**config.mk**
```make
export PLATFORM = sky130hd
export DESIGN_NAME = seven_seg_scan_ctrl
export DESIGN_NICKNAME = d
export VERILOG_FILES = /design/src/rtl/seven_seg_scan_ctrl.sv
export SDC_FILE = /design/constraint.sdc
export NUM_CORES = 1
export LEC_CHECK = 0
export CORE_MARGIN = 1.5
export CORE_UTILIZATION = 50
export DETAILED_ROUTE_END_ITERATION = 12
export MAX_ROUTING_LAYER = met4
export PLACE_DENSITY = 0.84
export SLEW_MARGIN = 5
export SYNTH_ARGS = -nofsm -noshare
export SYNTH_HDL_FRONTEND = slang
export SYNTH_SLANG_ARGS = --single-unit
```
**constraint.sdc**
```tcl
create_clock -name clk -period 3.59 [get_ports clk]
set_input_delay 0.359 -clock clk [delete_from_list [all_inputs] [get_ports clk]]
set_output_delay 0.359 -clock clk [all_outputs]
set_load 0.02 [all_outputs]
```
**src/rtl/seven_seg_scan_ctrl.sv**
```systemverilog
// seven_seg_scan_ctrl: time-multiplexed scan controller for a common-anode
// multi-digit seven-segment display. One shared decoder, one digit per slot,
// a blanking interval before every digit, and frame-boundary commit of new
// display values taken in through a valid/ready handshake.
// Optional feature macro: LEADING_ZERO_BLANK_EN (dark leading-zero digits).

// Hex nibble to active-low segments {a,b,c,d,e,f,g}.
module seven_seg_dec (
  input  logic [3:0] hex,
  output logic [6:0] seg
);
  // Pure lookup; every input value is listed so no state is held.
  always_comb begin
    case (hex)
      4'h0:    seg = 7'b0000001;
      4'h1:    seg = 7'b1001111;
      4'h2:    seg = 7'b0010010;
      4'h3:    seg = 7'b0000110;
      4'h4:    seg = 7'b1001100;
      4'h5:    seg = 7'b0100100;
      4'h6:    seg = 7'b0100000;
      4'h7:    seg = 7'b0001111;
      4'h8:    seg = 7'b0000000;
      4'h9:    seg = 7'b0000100;
      4'hA:    seg = 7'b0001000;
      4'hB:    seg = 7'b1100000;
      4'hC:    seg = 7'b0110001;
      4'hD:    seg = 7'b1000010;
      4'hE:    seg = 7'b0110000;
      default: seg = 7'b0111000;
    endcase
  end
endmodule

module seven_seg_scan_ctrl #(
  parameter  int NUM_DIGITS   = 4,
  parameter  int SHOW_CYCLES  = 100000,
  parameter  int BLANK_CYCLES = 1000,
  localparam int DW           = (NUM_DIGITS > 1) ? $clog2(NUM_DIGITS) : 1
) (
  input  logic                    clk,
  input  logic                    rst,
  input  logic                    enable,
  input  logic [4*NUM_DIGITS-1:0] data_in,
  input  logic                    data_valid,
  output logic                    data_ready,
  input  logic [NUM_DIGITS-1:0]   dp_in,
  output logic [6:0]              seg_out,
  output logic                    dp_out,
  output logic [NUM_DIGITS-1:0]   an_out,
  output logic [DW-1:0]           digit_idx,
  output logic                    frame_done
);

  localparam int CNT_MAX = (SHOW_CYCLES > BLANK_CYCLES) ? SHOW_CYCLES : BLANK_CYCLES;
  localparam int CW      = (CNT_MAX > 1) ? $clog2(CNT_MAX) : 1;

  localparam logic [CW-1:0] BLANK_LAST = CW'(BLANK_CYCLES - 1);
  localparam logic [CW-1:0] SHOW_LAST  = CW'(SHOW_CYCLES - 1);
  localparam logic [DW-1:0] DIGIT_LAST = DW'(NUM_DIGITS - 1);

  typedef enum logic [1:0] {ST_OFF, ST_BLANK, ST_SHOW} state_t;

  state_t                  state_q, state_d;
  logic [CW-1:0]           cnt_q, cnt_d;
  logic [DW-1:0]           digit_q, digit_d;
  logic                    frame_end;

  logic [4*NUM_DIGITS-1:0] disp_q;
  logic [4*NUM_DIGITS-1:0] pend_q;
  logic                    pend_full_q;
  logic                    xfer;
  logic                    commit;

  logic [3:0]              dec_nibble;
  logic [6:0]              dec_seg;
  logic                    lz_blank;
  logic [NUM_DIGITS-1:0]   an_d;
  logic [6:0]              seg_d;
  logic                    dp_d;

  // Slot sequencing: OFF -> BLANK(k) -> SHOW(k) -> BLANK(k+1) ...; enable low wins.
  always_comb begin
    // NOTE: every signal driven here gets a default first, so no path leaves it
    // unassigned and no latch is inferred.
    state_d   = state_q;
    cnt_d     = cnt_q;
    digit_d   = digit_q;
    frame_end = 1'b0;
    if (!enable) begin
      state_d = ST_OFF;
      cnt_d   = '0;
      digit_d = '0;
    end else begin
      case (state_q)
        ST_OFF: begin
          state_d = ST_BLANK;
          cnt_d   = '0;
          digit_d = '0;
        end
        ST_BLANK: begin
          if (cnt_q == BLANK_LAST) begin
            state_d = ST_SHOW;
            cnt_d   = '0;
          end else begin
            cnt_d = cnt_q + 1'b1;
          end
        end
        ST_SHOW: begin
          if (cnt_q == SHOW_LAST) begin
            state_d   = ST_BLANK;
            cnt_d     = '0;
            frame_end = (digit_q == DIGIT_LAST);
            digit_d   = frame_end ? '0 : digit_q + 1'b1;
          end else begin
            cnt_d = cnt_q + 1'b1;
          end
        end
        default: state_d = ST_OFF;
      endcase
    end
  end

  // The shared decoder looks at the digit the next cycle will display, so its
  // result can be registered on the same edge as the anode.
  assign dec_nibble = disp_q[4*digit_d +: 4];

  seven_seg_dec u_dec (
    .hex (dec_nibble),
    .seg (dec_seg)
  );

`ifdef LEADING_ZERO_BLANK_EN
  logic [NUM_DIGITS-1:0] hi_zero;

  // hi_zero[k] is set when nibbles k..NUM_DIGITS-1 of the display are all zero.
  always_comb begin
    hi_zero = '0;
    for (int k = 0; k < NUM_DIGITS; k++) begin
      hi_zero[k] = 1'b1;
      for (int j = k; j < NUM_DIGITS; j++) begin
        if (disp_q[4*j +: 4] != 4'h0) hi_zero[k] = 1'b0;
      end
    end
  end

  // Digit 0 is always lit so a zero value still shows "0".
  assign lz_blank = (digit_d != '0) && hi_zero[digit_d];
`else
  assign lz_blank = 1'b0;
`endif

  // Next display-pin values, derived from the next state so pins and state agree.
  always_comb begin
    an_d  = '1;
    seg_d = 7'b1111111;
    dp_d  = 1'b1;
    if (state_d == ST_SHOW && !lz_blank) begin
      an_d[digit_d] = 1'b0;
      seg_d         = dec_seg;
      dp_d          = ~dp_in[digit_d];
    end
  end

  // Scan state and registered display pins (all pins move on one edge).
  always_ff @(posedge clk or posedge rst) begin
    if (rst) begin
      state_q <= ST_OFF;
      cnt_q   <= '0;
      digit_q <= '0;
      an_out  <= '1;
      seg_out <= 7'b1111111;
      dp_out  <= 1'b1;
    end else begin
      // NOTE: non-blocking assignments make every register here take its new
      // value from the pre-edge state, independent of statement order.
      state_q <= state_d;
      cnt_q   <= cnt_d;
      digit_q <= digit_d;
      an_out  <= an_d;
      seg_out <= seg_d;
      dp_out  <= dp_d;
    end
  end

  // A transfer needs an empty pending buffer; a commit needs a full one, so the
  // two never collide on the same edge. Committing while OFF cannot tear a frame.
  assign xfer   = data_valid && !pend_full_q;
  assign commit = pend_full_q && ((state_q == ST_OFF) || frame_end);

  // Pending buffer and display register.
  always_ff @(posedge clk or posedge rst) begin
    if (rst) begin
      disp_q      <= '0;
      pend_q      <= '0;
      pend_full_q <= 1'b0;
    end else if (commit) begin
      disp_q      <= pend_q;
      pend_full_q <= 1'b0;
    end else if (xfer) begin
      pend_q      <= data_in;
      pend_full_q <= 1'b1;
    end
  end

  assign data_ready = !pend_full_q;
  assign digit_idx  = digit_q;
  assign frame_done = frame_end;

endmodule

```
==> metrics.yaml <==
synth-seq-cells: 66
core_area_um2: 6420
io_pins: 40
post_cts_buffers: 0
cp-end-kind: "flip-flop"
async_reset_ff_share_pct: 100
hpwl_um: 5070
reg2reg_from: "cnt_q[11]$_DFFE_PP0P_"
setup_viol: 0
synth.distinct_cells: 48
criticalPathCategory: "flip-flop to flip-flop"
rsz0062_at_grt: "no"
worstSkewPairLatency_ns: 0.34
min_period_ns: 3.38
post_drt_via_cell_ratio: 5.71
antenna_found_initial: 0
cts_sinks: 66
ir_drop_mv: 0.419
initialDrtViolationCount: 217
cp.required_ns: 3.82
rows: 29
dpl-instance-area_um2: 3910
crit_chain: "or4_4, or4_4, o21ai_2, o311ai_4, a22oi_1, o21a_2, inv_1, ha_1, inv_1, mux2i_1, nor4_1, a31oi_1"
drc: 5
violations: "design-rule violations"
gp_congestion: 0.916
nets: 399
cts.reportedPaths.clkPinSlew_ns: 0.07
wl_per_cell_um: 15.7
r2r_slack_ns: 0.21
synth_fp_nets: 345
cts_tree: "built"
reg2reg_depth: 12
final_cell_area_um2: 4150
area_growth_pct: 23.3
fp.dieW_um: 85.0
final-max-slew-violation-count: 0
worstPathArrival_ns: 3.61
slowest_delay_ns: 0.58
avgSynthCellArea_um2: 10.9
max-cap-violations: 0
initial_core_util_pct: 52.4
dieHeight_um: 85.0
p_leak_nw: 1.75
synth_warnings: 0
dr.pass1.iters: 8
slowest_stage: "or4_4"
netlist_area_um2: 3360
grt_max_degree: 42
worst_slew_pin_slew_ns: 0.811
p_per_area_nw_per_um2: 581
postCtsResizedCells: 0
vias: 2541
synth_cells: 309
min_path_type: "primary input to async pin"
cts_buffers: 9
ys_seq_area_share_pct: 49.6
antenna_cells: 0
finalCritPeriodShare_pct: 94.2
wirelength_um: 6980
slew_headroom_pct: 45.9
skew_ns: 0.0158
final_hold_viol_count: 0
path_max_fanout: 6
fmax_mhz: 296
fin_tns_setup_ns: 0
stdcell_count: 445
dpl.cell_count: 429
start_kind: "flip-flop"
synth_edf_count: 0
antenna_left: 0
clock-root-buffer: "clkbuf_8"
port_buffers: 39
ctsHtreeMaxLevel: 3
grt_pass1_vias: 2519
gr-usage-all-layers_pct: 21.6
clk_path_buf_depth: 2
holdBufCountCts: 0
status: "finished, violations left"
dieArea_um2: 7230
worstReg2RegEnd: "seg_out[3]$_DFF_PP1_"
gr-total-overflow: 0
grt_pass1_wl_um: 12100
ys.flop_type: "dfrtp_1"
layout-drive-gt1-share_pct: 23.6
## how the worst max path moves through the flow
stage / start / end / slack [ns] / cells past startpoint
2_1_floorplan: cnt_q[11]$_DFFE_PP0P_ / seg_out[1]$_DFF_PP1_ / 0.16 / 11
3_3_place_gp: cnt_q[11]$_DFFE_PP0P_ / seg_out[1]$_DFF_PP1_ / 0.25 / 11
3_5_place_dp: cnt_q[11]$_DFFE_PP0P_ / seg_out[1]$_DFF_PP1_ / 0.1 / 11
4_1_cts: cnt_q[11]$_DFFE_PP0P_ / seg_out[1]$_DFF_PP1_ / 0.06 / 11
5_1_grt: cnt_q[11]$_DFFE_PP0P_ / seg_out[0]$_DFF_PP1_ / 0.01 / 10
6_report: cnt_q[11]$_DFFE_PP0P_ / seg_out[3]$_DFF_PP1_ / 0.21 / 12
## worst max-delay path, delay by kind of cell, from the launching register on
family | cells | cell delay [ns]
flops | 1 | 0.42
compound gates | 5 | 0.97
fa+ha+maj | 1 | 0.21
buf+inv | 2 | 0.20
mux | 1 | 0.10
simple gates | 3 | 1.37
## where the power goes
part	leakage, nW	switching, mW	internal, mW
Clock	0.104	0.291	0.326
Sequential	0.804	0.121	0.937
Combinational	0.840	0.339	0.395
## final cells by class
| class | instances | area (µm²) |
|---|---|---|
| Inverter | 21 | 78.8 |
| Sequential cell | 66 | 1670 |
| Fill cell | 492 | 2280 |
| Clock buffer | 9 | 124 |
| Multi-Input combinational cell | 213 | 1610 |
| Clock inverter | 7 | 78.8 |
| Tap cell | 77 | 96.3 |
| Timing Repair Buffer | 52 | 488 |
## metal layers
layer  vias to the layer above  part of all wire [%]  global-route usage [%]
li1                       1211                     -                       -
met1                      1223                    44                    28.3
met2                        94                    48                    33.3
met3                        13                   5.8                    4.96
met4                         0                   1.8                    7.45
met5                         -                     0                       -
## flip-flops by register name, indices dropped and copies added (netlist names)
register     flops
cnt_q           17
disp_q          16
pend_q          16
seg_out          7
an_out           4
digit_idx        2
state_q          2
dp_out           1
pend_full_q      1
## stage by stage
stage	setup slack [ns]	hold slack (ns)	util (%)	power, mW
after floorplan	0.161	0.462	-	1.56
after global placement	0.255	0.487	60.9	1.73
after detailed placement	0.0963	0.491	60.9	1.79
after CTS	0.0611	0.510	64.1	2.42
after global routing	0.0115	0.537	64.6	2.56
final	0.207	0.498	64.6	2.41
## logic make-up after synthesis
family          count (synthesis)  synth area share, %
xor+xnor                       12                 3.12
fa+ha+maj                      12                 4.46
buf+inv                        30                 3.39
simple gates                   98                 15.6
compound gates                 48                 9.82
mux                            43                 14.1
flops                          66                 49.6
## cell usage after synthesis (all sizes together), types with 3 or more instances
| master | n | area (µm²) |
|---|---|---|
| a21oi | 5 | 25.0 |
| and2 | 3 | 18.8 |
| and3 | 8 | 50.1 |
| clkbuf | 8 | 30.0 |
| dfrtp | 54 | 1350 |
| dfstp | 12 | 315 |
| ha | 12 | 150 |
| inv | 21 | 78.8 |
| mux2 | 35 | 394 |
| mux2i | 8 | 80.1 |
| nand2 | 20 | 75.1 |
| nand2b | 6 | 37.5 |
| nand3 | 12 | 60.1 |
| nor2 | 21 | 78.8 |
| nor2b | 5 | 31.3 |
| nor3 | 6 | 30.0 |
| nor4 | 4 | 31.3 |
| o211ai | 4 | 30.0 |
| o21a | 3 | 22.5 |
| o21ai | 14 | 70.1 |
| o221ai | 5 | 43.8 |
| or4 | 3 | 30.0 |
| xnor2 | 5 | 43.8 |
| xor2 | 7 | 61.3 |
## cell usage in the layout, fill, tap and decap left out, drive strengths merged, types with 6 or more instances in the layout
cell type	Yosys	layout
nand2	20	20
nor3	6	6
mux2i	8	8
nand2b	6	6
nand3	12	12
and3	8	8
o21ai	14	14
mux2	35	35
xor2	7	7
clkdlybuf4s50	0	39
inv	21	22
dfstp	12	12
clkbuf	8	9
buf	1	13
nor2	21	21
ha	12	12
dfrtp	54	54
(Power assumes the default switching activity.)
